--- src/rtl/nco_pkg.sv ---
// Shared types and elaboration-time helpers for the multi-waveform NCO.
// The quarter-wave table is computed here so every LUT size comes from one formula.
package nco_pkg;

    typedef enum logic [1:0] {
        SINE   = 2'b00,
        TRI    = 2'b01,
        SAW    = 2'b10,
        SQUARE = 2'b11
    } nco_mode_e;

    localparam real NCO_PI = 3.14159265358979323846;

    // Largest positive amplitude; the most-negative code is never produced by sine/square.
    function automatic int nco_peak(input int out_w);
        return (1 << (out_w - 1)) - 1;
    endfunction

    function automatic int nco_lut_entry(input int k, input int out_w, input int lut_aw);
        real amp;
        amp = real'(nco_peak(out_w)) * $sin(NCO_PI / 2.0 * real'(k) / real'(1 << lut_aw));
        return $rtoi(amp + 0.5);
    endfunction

endpackage

--- src/rtl/nco_quarter_lut.sv ---
// Quarter-wave sine magnitude table: address k maps to round(PEAK*sin(pi/2*k/2^LUT_AW)).
// Purely combinational; contents are fixed at elaboration.
module nco_quarter_lut
    import nco_pkg::*;
#(
    parameter int OUT_W  = 16,
    parameter int LUT_AW = 6
) (
    input  logic [LUT_AW-1:0] addr,
    output logic [OUT_W-2:0]  mag
);

    localparam int N = 1 << LUT_AW;

    logic [OUT_W-2:0] rom [N];

    for (genvar k = 0; k < N; k++) begin : g_rom
        localparam logic [OUT_W-2:0] ENTRY = (OUT_W-1)'(nco_lut_entry(k, OUT_W, LUT_AW));
        assign rom[k] = ENTRY;
    end

    assign mag = rom[addr];

endmodule

--- src/rtl/nco_multi.sv ---
// Multi-waveform NCO: phase accumulator with wrap-aligned frequency updates, phase offset,
// and a two-stage pipeline producing sine, triangle, sawtooth or square samples.
module nco_multi
    import nco_pkg::*;
#(
    parameter int PHASE_W = 32,
    parameter int OUT_W   = 16,
    parameter int LUT_AW  = 6
) (
    input  logic                    clk,
    input  logic                    rst,
    input  logic                    en,
    input  logic [PHASE_W-1:0]      freq_in,
    input  logic                    freq_load,
    input  logic [PHASE_W-1:0]      phase_off,
    input  logic [1:0]              mode,
    input  logic                    phase_sync,
    output logic [PHASE_W-1:0]      phase,
    output logic signed [OUT_W-1:0] wave_out,
    output logic                    out_valid,
    output logic                    wrap
);

    // Stage 1 keeps only the phase bits any waveform needs.
    localparam int TOP_W = (OUT_W + 1 > LUT_AW + 2) ? OUT_W + 1 : LUT_AW + 2;
    localparam int LO_W  = PHASE_W - TOP_W;
    localparam logic [OUT_W-2:0] PEAK_MAG = (OUT_W-1)'(nco_peak(OUT_W));

    function automatic logic signed [OUT_W-1:0] apply_sign(input logic [OUT_W-2:0] mag,
                                                           input logic neg);
        logic signed [OUT_W-1:0] v;
        v = signed'({1'b0, mag});
        return neg ? -v : v;
    endfunction

    logic [PHASE_W-1:0]      phase_q, phase_d;
    logic [PHASE_W-1:0]      freq_cur_q, freq_cur_d;
    logic [PHASE_W-1:0]      freq_pend_q, freq_pend_d;
    logic                    pend_q, pend_d;
    logic                    wrap_q, wrap_d;
    logic [PHASE_W:0]        acc_sum;
    logic                    apply_freq;

    logic [TOP_W-1:0]        top_p1_q, top_p1_d;
    nco_mode_e               mode_p1_q, mode_p1_d;
    logic                    vld_p1_q, vld_p1_d;
    logic                    lo_carry;

    logic signed [OUT_W-1:0] wave_p2_q, wave_p2_d;
    logic                    vld_p2_q, vld_p2_d;

    logic [1:0]              quad;
    logic [LUT_AW-1:0]       lut_idx, lut_addr;
    logic [OUT_W-2:0]        lut_mag, sine_mag;
    logic [OUT_W-1:0]        tri_s;
    logic signed [OUT_W-1:0] sample;

    // Accumulator and staged frequency control
    always_comb begin
        acc_sum     = {1'b0, phase_q} + {1'b0, freq_cur_q};
        phase_d     = phase_q;
        freq_cur_d  = freq_cur_q;
        freq_pend_d = freq_pend_q;
        pend_d      = pend_q;
        wrap_d      = 1'b0;
        apply_freq  = 1'b0;
        if (phase_sync) begin
            phase_d    = '0;
            apply_freq = pend_q;
        end else if (en) begin
            phase_d    = acc_sum[PHASE_W-1:0];
            wrap_d     = acc_sum[PHASE_W];
            // A zero frequency never wraps, so a pending word must not wait for one.
            apply_freq = pend_q && (acc_sum[PHASE_W] || (freq_cur_q == '0));
        end
        if (apply_freq) begin
            freq_cur_d = freq_pend_q;
            pend_d     = 1'b0;
        end
        if (freq_load) begin
            freq_pend_d = freq_in;
            pend_d      = 1'b1;
        end
    end

    // Stage 1: offset phase, keep top bits, mode and valid
    always_comb begin
        lo_carry  = phase_off[LO_W-1:0] > ~phase_q[LO_W-1:0];
        top_p1_d  = top_p1_q;
        mode_p1_d = mode_p1_q;
        vld_p1_d  = vld_p1_q;
        if (en) begin
            top_p1_d  = phase_q[PHASE_W-1 -: TOP_W] + phase_off[PHASE_W-1 -: TOP_W]
                      + TOP_W'(lo_carry);
            mode_p1_d = nco_mode_e'(mode);
            vld_p1_d  = 1'b1;
        end
    end

    nco_quarter_lut #(
        .OUT_W  (OUT_W),
        .LUT_AW (LUT_AW)
    ) u_lut (
        .addr (lut_addr),
        .mag  (lut_mag)
    );

    // Stage 2: waveform synthesis
    always_comb begin
        quad     = top_p1_q[TOP_W-1 -: 2];
        lut_idx  = top_p1_q[TOP_W-3 -: LUT_AW];
        lut_addr = quad[0] ? ({LUT_AW{1'b0}} - lut_idx) : lut_idx;
        sine_mag = (quad[0] && (lut_idx == '0)) ? PEAK_MAG : lut_mag;
        tri_s    = top_p1_q[TOP_W-2 -: OUT_W];
        sample   = '0;
        case (mode_p1_q)
            SINE:    sample = apply_sign(sine_mag, quad[1]);
            TRI:     sample = signed'((quad == 2'b01 || quad == 2'b10) ? ~tri_s : tri_s);
            SAW:     sample = signed'(top_p1_q[TOP_W-1 -: OUT_W]);
            SQUARE:  sample = apply_sign(PEAK_MAG, quad[1]);
            default: sample = '0;
        endcase
        wave_p2_d = wave_p2_q;
        vld_p2_d  = vld_p2_q;
        if (en) begin
            vld_p2_d = vld_p1_q;
            if (vld_p1_q) begin
                wave_p2_d = sample;
            end
        end
    end

    always_ff @(posedge clk) begin
        if (rst) begin
            phase_q     <= '0;
            freq_cur_q  <= '0;
            freq_pend_q <= '0;
            pend_q      <= 1'b0;
            wrap_q      <= 1'b0;
            vld_p1_q    <= 1'b0;
            vld_p2_q    <= 1'b0;
            wave_p2_q   <= '0;
        end else begin
            phase_q     <= phase_d;
            freq_cur_q  <= freq_cur_d;
            freq_pend_q <= freq_pend_d;
            pend_q      <= pend_d;
            wrap_q      <= wrap_d;
            vld_p1_q    <= vld_p1_d;
            vld_p2_q    <= vld_p2_d;
            wave_p2_q   <= wave_p2_d;
        end
    end

    // Stage-1 data is qualified by vld_p1_q, so it needs no reset.
    always_ff @(posedge clk) begin
        top_p1_q  <= top_p1_d;
        mode_p1_q <= mode_p1_d;
    end

    assign phase     = phase_q;
    assign wave_out  = wave_p2_q;
    assign out_valid = vld_p2_q;
    assign wrap      = wrap_q;

endmodule

--- config.mk ---
export PLATFORM = sky130hd
export DESIGN_NAME = nco_multi
export DESIGN_NICKNAME = d
export VERILOG_FILES = /design/src/rtl/nco_pkg.sv /design/src/rtl/nco_quarter_lut.sv /design/src/rtl/nco_multi.sv
export SDC_FILE = /design/constraint.sdc
export NUM_CORES = 1
export LEC_CHECK = 0
export CAP_MARGIN = 20
export CORE_MARGIN = 5
export CORE_UTILIZATION = 45
export CTS_CLUSTER_SIZE = 28
export DETAILED_ROUTE_END_ITERATION = 12
export PLACE_DENSITY = 0.73
export SKIP_CTS_REPAIR_TIMING = 1
export SLEW_MARGIN = 20
export SYNTH_ARGS = -nofsm -noshare
export SYNTH_HDL_FRONTEND = slang
export SYNTH_HIERARCHICAL = 1
export SYNTH_SLANG_ARGS = --single-unit
--- constraint.sdc ---
create_clock -name clk -period 7.4 [get_ports clk]
set_input_delay 1.48 -clock clk [delete_from_list [all_inputs] [get_ports clk]]
set_output_delay 1.48 -clock clk [all_outputs]
set_load 0.02 [all_outputs]
---- Word level (Yosys, flattened, before mapping) ----
Memory sizes are Yosys's and may differ from the RTL's.
Index checks and enable logic that the tools add are counted.
storage, ports and cells
  flip-flop bits (word level) ............. 135
  bits in read-only memories .............. 960
  input bits .............................. 71
  output and inout bits ................... 50
  word-level logic and storage cells ...... 50
  memories ................................ 1
memory list
  name             words  width  rd ports  clocked after Yosys merged registers in  write ports  RTL line               RTL
  (no name shown)  64     15     1         0                                        0            nco_quarter_lut.sv:22  assign mag = rom[addr];
operators by class
  $add $sub $neg .......................... 5
  magnitude comparators ................... 2
  equality and inequality tests ........... 5
  muxes and demuxes ....................... 12
  bitwise gates (word level) .............. 4
  reduce and logical (&&, ||, !) cells .... 11
operators by type and width
  operator               number
  $pmux W16 S4           1
  $mux W16               3
  $mux W15               3
  $add A32 B32 Y33       1
  $logic_not A32 Y1      1
  $add A17 B1 Y17        1
  $add A17 B17 Y17       1
  $neg A15 Y16           1
  $not A16 Y16           1
  $gt A15 B15 Y1         1
  $not A15 Y15           1
  $ge A7 B7 Y1 const B   1
  $not A6 Y7             1
  $eq A2 B2 Y1 const B   3
  $logic_not A6 Y1       1
  $mux W6                1
  $sub A1 B6 Y6 const A  1
  $eq A2 B1 Y1 const B   2
  $mux W1                4
  $reduce_or A3 Y1       1
  $logic_and A1 B1 Y1    2
  $logic_not A2 Y1       1
  $logic_or A1 B1 Y1     2
  $reduce_and A2 Y1      1
  3 further kinds        3

---- Longest topological paths before layout ----
  word-level depth ........................ 10
  depth in mapped cells ................... 22
  mapped depth without buffers ............ 22

---- By module ----
Netlist, hierarchy kept.
by module, submodules not included
  module           instances  cells an instance  area each (um^2)  seq. area each (um^2)
  nco_multi        1          933                8,298.0           2,892.8
  nco_quarter_lut  1          228                1,441.4           0.0

---- Worst setup path before layout ----
OpenSTA, ideal clock, no wires.
  path type ............................... register to register
  start point ............................. reg top_p1_q[15]
  end point ............................... reg wave_p2_q[11] (netlist: wave_out[11])
  library setup time ...................... 88 ps
  data arrival time ....................... 5,408 ps
  required time ........................... 7,312 ps
  slack ................................... 1,904 ps
  stages on the path, launching flop included .. 21
  path buffers ............................ 5
  period minus slack after synthesis ...... 5,496 ps
  cells stage by stage .................... edfxtp_1 clkbuf_1 clkbuf_1 o21ai_0 buf_2 inv_1 ha_1 buf_4 mux4_2 a221oi_2 a221oi_1 or3_4 or4b_4 or4_1 buf_2 or3_1 a21oi_1 o22ai_1 o21ai_1 nand2b_1 a311oi_2
between the ends
  cells in the longest elaborated chain, start to end .. 9
  elaborated cells on any way between the ends .. 14
  classes of those cells .................. add/sub: 1; eq/ne: 2; mux: 7; bitwise: 1; reduce/logical: 2; memory: 1
ends and longest elaborated chain
  what                                          RTL line               RTL
  start, declared                               nco_multi.sv:44        logic [TOP_W-1:0] top_p1_q, top_p1_d;
  start signal, assigned                        nco_multi.sv:157       top_p1_q <= top_p1_d;
  $mux W6                                       nco_multi.sv:112       lut_addr = quad[0] ? ({LUT_AW{1'b0}} - lut_idx) : lut_idx;
  net lut_addr[1]                               nco_multi.sv:53        logic [LUT_AW-1:0] lut_idx, lut_addr;
  $not A6 Y7 (not written as such)              nco_quarter_lut.sv:22
  $mem_v2 Z64 W15                               -
  $mux W15 (not written as such) (2 in series)  nco_quarter_lut.sv:22
  net lut_mag[1]                                nco_multi.sv:54        logic [OUT_W-2:0] lut_mag, sine_mag;
  $mux W15                                      nco_multi.sv:113       sine_mag = (quad[0] && (lut_idx == '0)) ? PEAK_MAG : lut_mag;
  $neg A15 Y16                                  nco_multi.sv:33        return neg ? -v : v;
  $mux W16                                      nco_multi.sv:33
  $pmux W16 S4                                  nco_multi.sv:116       case (mode_p1_q)
  end signal, assigned                          nco_multi.sv:151       wave_p2_q <= wave_p2_d;
  end, declared                                 nco_multi.sv:49        logic signed [OUT_W-1:0] wave_p2_q, wave_p2_d;
The timed path passes the listed nets, and every way through them passes these cells. The select of a mux whose other input is x is not followed.
A chain may end at the register's enable or synchronous reset.

---- Final worst setup path ----
  start point ............................. reg top_p1_q[9]
  end point ............................... reg wave_p2_q[9] (netlist: wave_out[9])
between the ends
  cells in the longest elaborated chain, start to end .. 10
  elaborated cells on any way between the ends .. 14
  classes of those cells .................. add/sub: 2; mux: 7; bitwise: 2; reduce/logical: 2; memory: 1
ends and longest elaborated chain
  what                                          RTL line
  $sub A1 B6 Y6                                 nco_multi.sv:112
  $mux W6                                       nco_multi.sv:112
  net lut_addr[2]                               nco_multi.sv:53
  $not A6 Y7 (not written as such)              nco_quarter_lut.sv:22
  $mem_v2 Z64 W15                               -
  $mux W15 (not written as such) (2 in series)  nco_quarter_lut.sv:22
  net lut_mag[2]                                nco_multi.sv:54
  $mux W15                                      nco_multi.sv:113
  $neg A15 Y16                                  nco_multi.sv:33
  $mux W16                                      nco_multi.sv:33
  $pmux W16 S4                                  nco_multi.sv:116
The timed path passes the listed nets, and every way through them passes these cells. The select of a mux whose other input is x is not followed.

==> out/qor.txt <==
internal cell power = 1480 µW
final worst slack = 1600 ps
worst-skew pair later-pin latency = 420 ps
FF/Latch Area = 2890 µm²
min-delay src = wave_out[7]
pre-CTS WS = 1660 ps
setup_tns = 0 ps
Rel. slew slack = 30.3%
share of cells above drive strength 1 = 5.44%
area occupied by multi-input gates = 6420 µm²
final hold viol count = 0
maximum fanout along the worst path = 39
Avg WL per Cell = 17.8 µm
Mapped Area = 9740 µm²
final core utilization = 54.9%
clock group share of total power = 39.4%
RD Place Congestion = 0.951
status = finished clean
Worst-Margin Slew = 1040 ps
Initial Utilization = 46.0%
H-tree level count = 4
Layout Nets = 1390
Die Area = 24700 µm²
leak pwr = 0.00484 µW
hpwl dp = 19.9 mm
diodes inserted = 0
All-Layer GR Usage = 21.9%
# fillers = 1923
Area Growth Syn to Fin = 19.3%
hold endpoint = wave_out[7]
WP data arrival = 6160 ps
Congestion Overflow GR = 0
Net Switching = 714 µW
CP Launch Point = top_p1_q[9]
Seq/Total Area, Yosys = 29.7%
clock skew = 10.3 ps
Synth Instances = 1161
number of buffers created by CTS = 17
RR Endpoint = wave_out[9]
Max-Cap Viols = 0
port bufs = 120
routed vias = 8866
beginning of the worst register-to-register path = top_p1_q[9]
R2R cell count = 18
number of global-route vias before repair = 8307
Via-to-Cell Ratio = 5.81
Sink Count = 135
Final Setup Violations = 0
post-layout minimum cycle time = 5800 ps
TritonRoute pass-1 iters = 7
Synth cell types = 77
drt total wl = 27.1 mm
Peak VDD IR = 0.194 mV
yosys warns = 6
setup slack, reg-to-reg = 1600 ps
RSZ-0062 raised after global routing = no
Die X = 157 µm
Yosys reg bits = 135
largest net degree at the start of global routing = 68
fmax = 0.172 GHz
initial antenna violation count = 1
# IOs = 121
ys async rst share = 0%
Post-route DRC = 0
most used flip-flop cell after synthesis = dfxtp_1
Root Buffer = clkbuf_16
first-pass GRT wire length = 43.9 mm
Startpoint Class = flop
number of flops mapped to enable cells by yosys = 19
area of the core = 21200 µm²
Max Slew Vio Count = 0
drt initial violations = 711
die height = 157 µm
fin crit share = 78.4%
switching share of total power = 32.5%
post-synthesis net count = 1313
power density over the cells = 189 nW/µm²
CTS Buffer Depth = 2
Setup CP Type = flop to flop
FP Rows = 53
hold path cells = 2
CTS tree = yes
CTS clk-pin slew, worst paths = 70 ps
Combinational Power Share = 23.8%
antenna-violating nets left = 0
endpoint class of the critical path = flop
worst min-delay path class = flop to flop
Req. time, crit path = 7760 ps
Reg power frac = 36.9%
Mean Syn Cell Area = 8.39 µm²
## final cells by class
type	count	share of cell area, %
clock buffers	18	3.78
clock inverters	14	1.36
inverters	32	1.03
multi-input cells	924	55.3
flip-flops and latches	135	24.9
well taps	275	2.96
repair buffers	128	10.7
## per-stage QoR
stage               std cells  instance area (µm²)  power (µW)  hold WS (ps)
finish                   1526                11600        2200           457
global route             1526                11600        2300           483
CTS                      1526                11600        2200           460
detailed placement       1494                11000        1340           450
global placement         1494                11000        1340           448
floorplan                1161                 9740        1190           454
## metal layers
layer | wire length [µm] | part of all wire, % | GRT usage (%)
met1 | 12000 | 44 | 29.1
met5 | 13 | 0.048 | 0
met2 | 13000 | 48 | 36.4
met4 | 448 | 1.7 | 5.82
met3 | 1720 | 6.3 | 4.43
## worst max-delay path: stages, from the launching register on
cell and delay (ps):
edfxtp_1 670, inv_1 90, ha_1 200, nand2b_1 170
xnor2_2 750, buf_4 470, and2_1 240, nor3_1 70
a21oi_1 220, o221ai_1 240, or3_4 450, or4b_4 530
or4_1 510, a21o_2 240, a221oi_1 350, a211oi_1 90
a211oi_1 270, a21oi_1 70, nor2_1 100
## logic make-up after synthesis
group	Yosys count	share of synthesized area, %
AO/OA/AOI/OAI	314	21.3
XOR/XNOR	79	7.10
adder cells (fa/ha/maj)	81	10.6
buffers and inverters	102	4.65
flip-flops	135	29.7
multiplexers	84	8.90
AND/OR/NAND/NOR	366	17.7
## power groups by stage
| stage | registers [µW] | clock network, µW | logic (µW) |
|---|---|---|---|
| 2_1_floorplan | 816 | 0 | 374 |
| 3_3_place_gp | 825 | 0 | 512 |
| 3_5_place_dp | 826 | 0 | 511 |
| 4_1_cts | 810 | 877 | 514 |
| 5_1_grt | 815 | 913 | 572 |
| 6_report | 810 | 865 | 522 |
## worst max-delay path by stage
stage | end | slack (ps) | depth (start not counted)
finish | wave_out[9] | 1600 | 18
global route | wave_out[14] | 1070 | 18
CTS | wave_out[9] | 1670 | 18
detailed placement | wave_out[9] | 1660 | 18
global placement | wave_out[9] | 1780 | 18
floorplan | wave_out[11] | 1900 | 20
## Yosys cell counts, types with 19 or more instances
cell / number / area share [%]
a21o_1: 24 / 1.8
a21oi_1: 76 / 3.9
buf_2: 23 / 1.2
clkbuf_1: 35 / 1.3
dfxtp_1: 116 / 24
edfxtp_1: 19 / 5.9
ha_1: 78 / 10
inv_1: 29 / 1.1
mux2i_1: 81 / 8.3
nand2_1: 65 / 2.5
nand2b_1: 32 / 2.1
nand3_1: 25 / 1.3
nor2_1: 155 / 6.0
nor3_1: 19 / 0.98
o21ai_0: 59 / 3.0
xnor2_1: 45 / 4.0
xor2_1: 34 / 3.1
## layout by cell type (no fill, tap or decap), types with 19 or more instances in the layout
cell type        instances
dfxtp_1                116
nand3_1                 25
a21oi_1                 76
ha_1                    78
mux2i_1                 81
nand2_1                 65
clkdlybuf4s50_1        117
a21o_1                  24
xnor2_1                 42
nand2b_1                32
nor2_1                 155
inv_1                   29
o21ai_0                 59
edfxtp_1                19
xor2_1                  34
nor3_1                  19
## flip-flops by register name (all words and copies together) (netlist names)
signal	count
top_p1_q	17
freq_cur_q	32
mode_p1_q	2
freq_pend_q	32
wave_out	16
out_valid	1
pend_q	1
vld_p1_q	1
wrap	1
phase	32
Power figures use the tool's default switching activity.
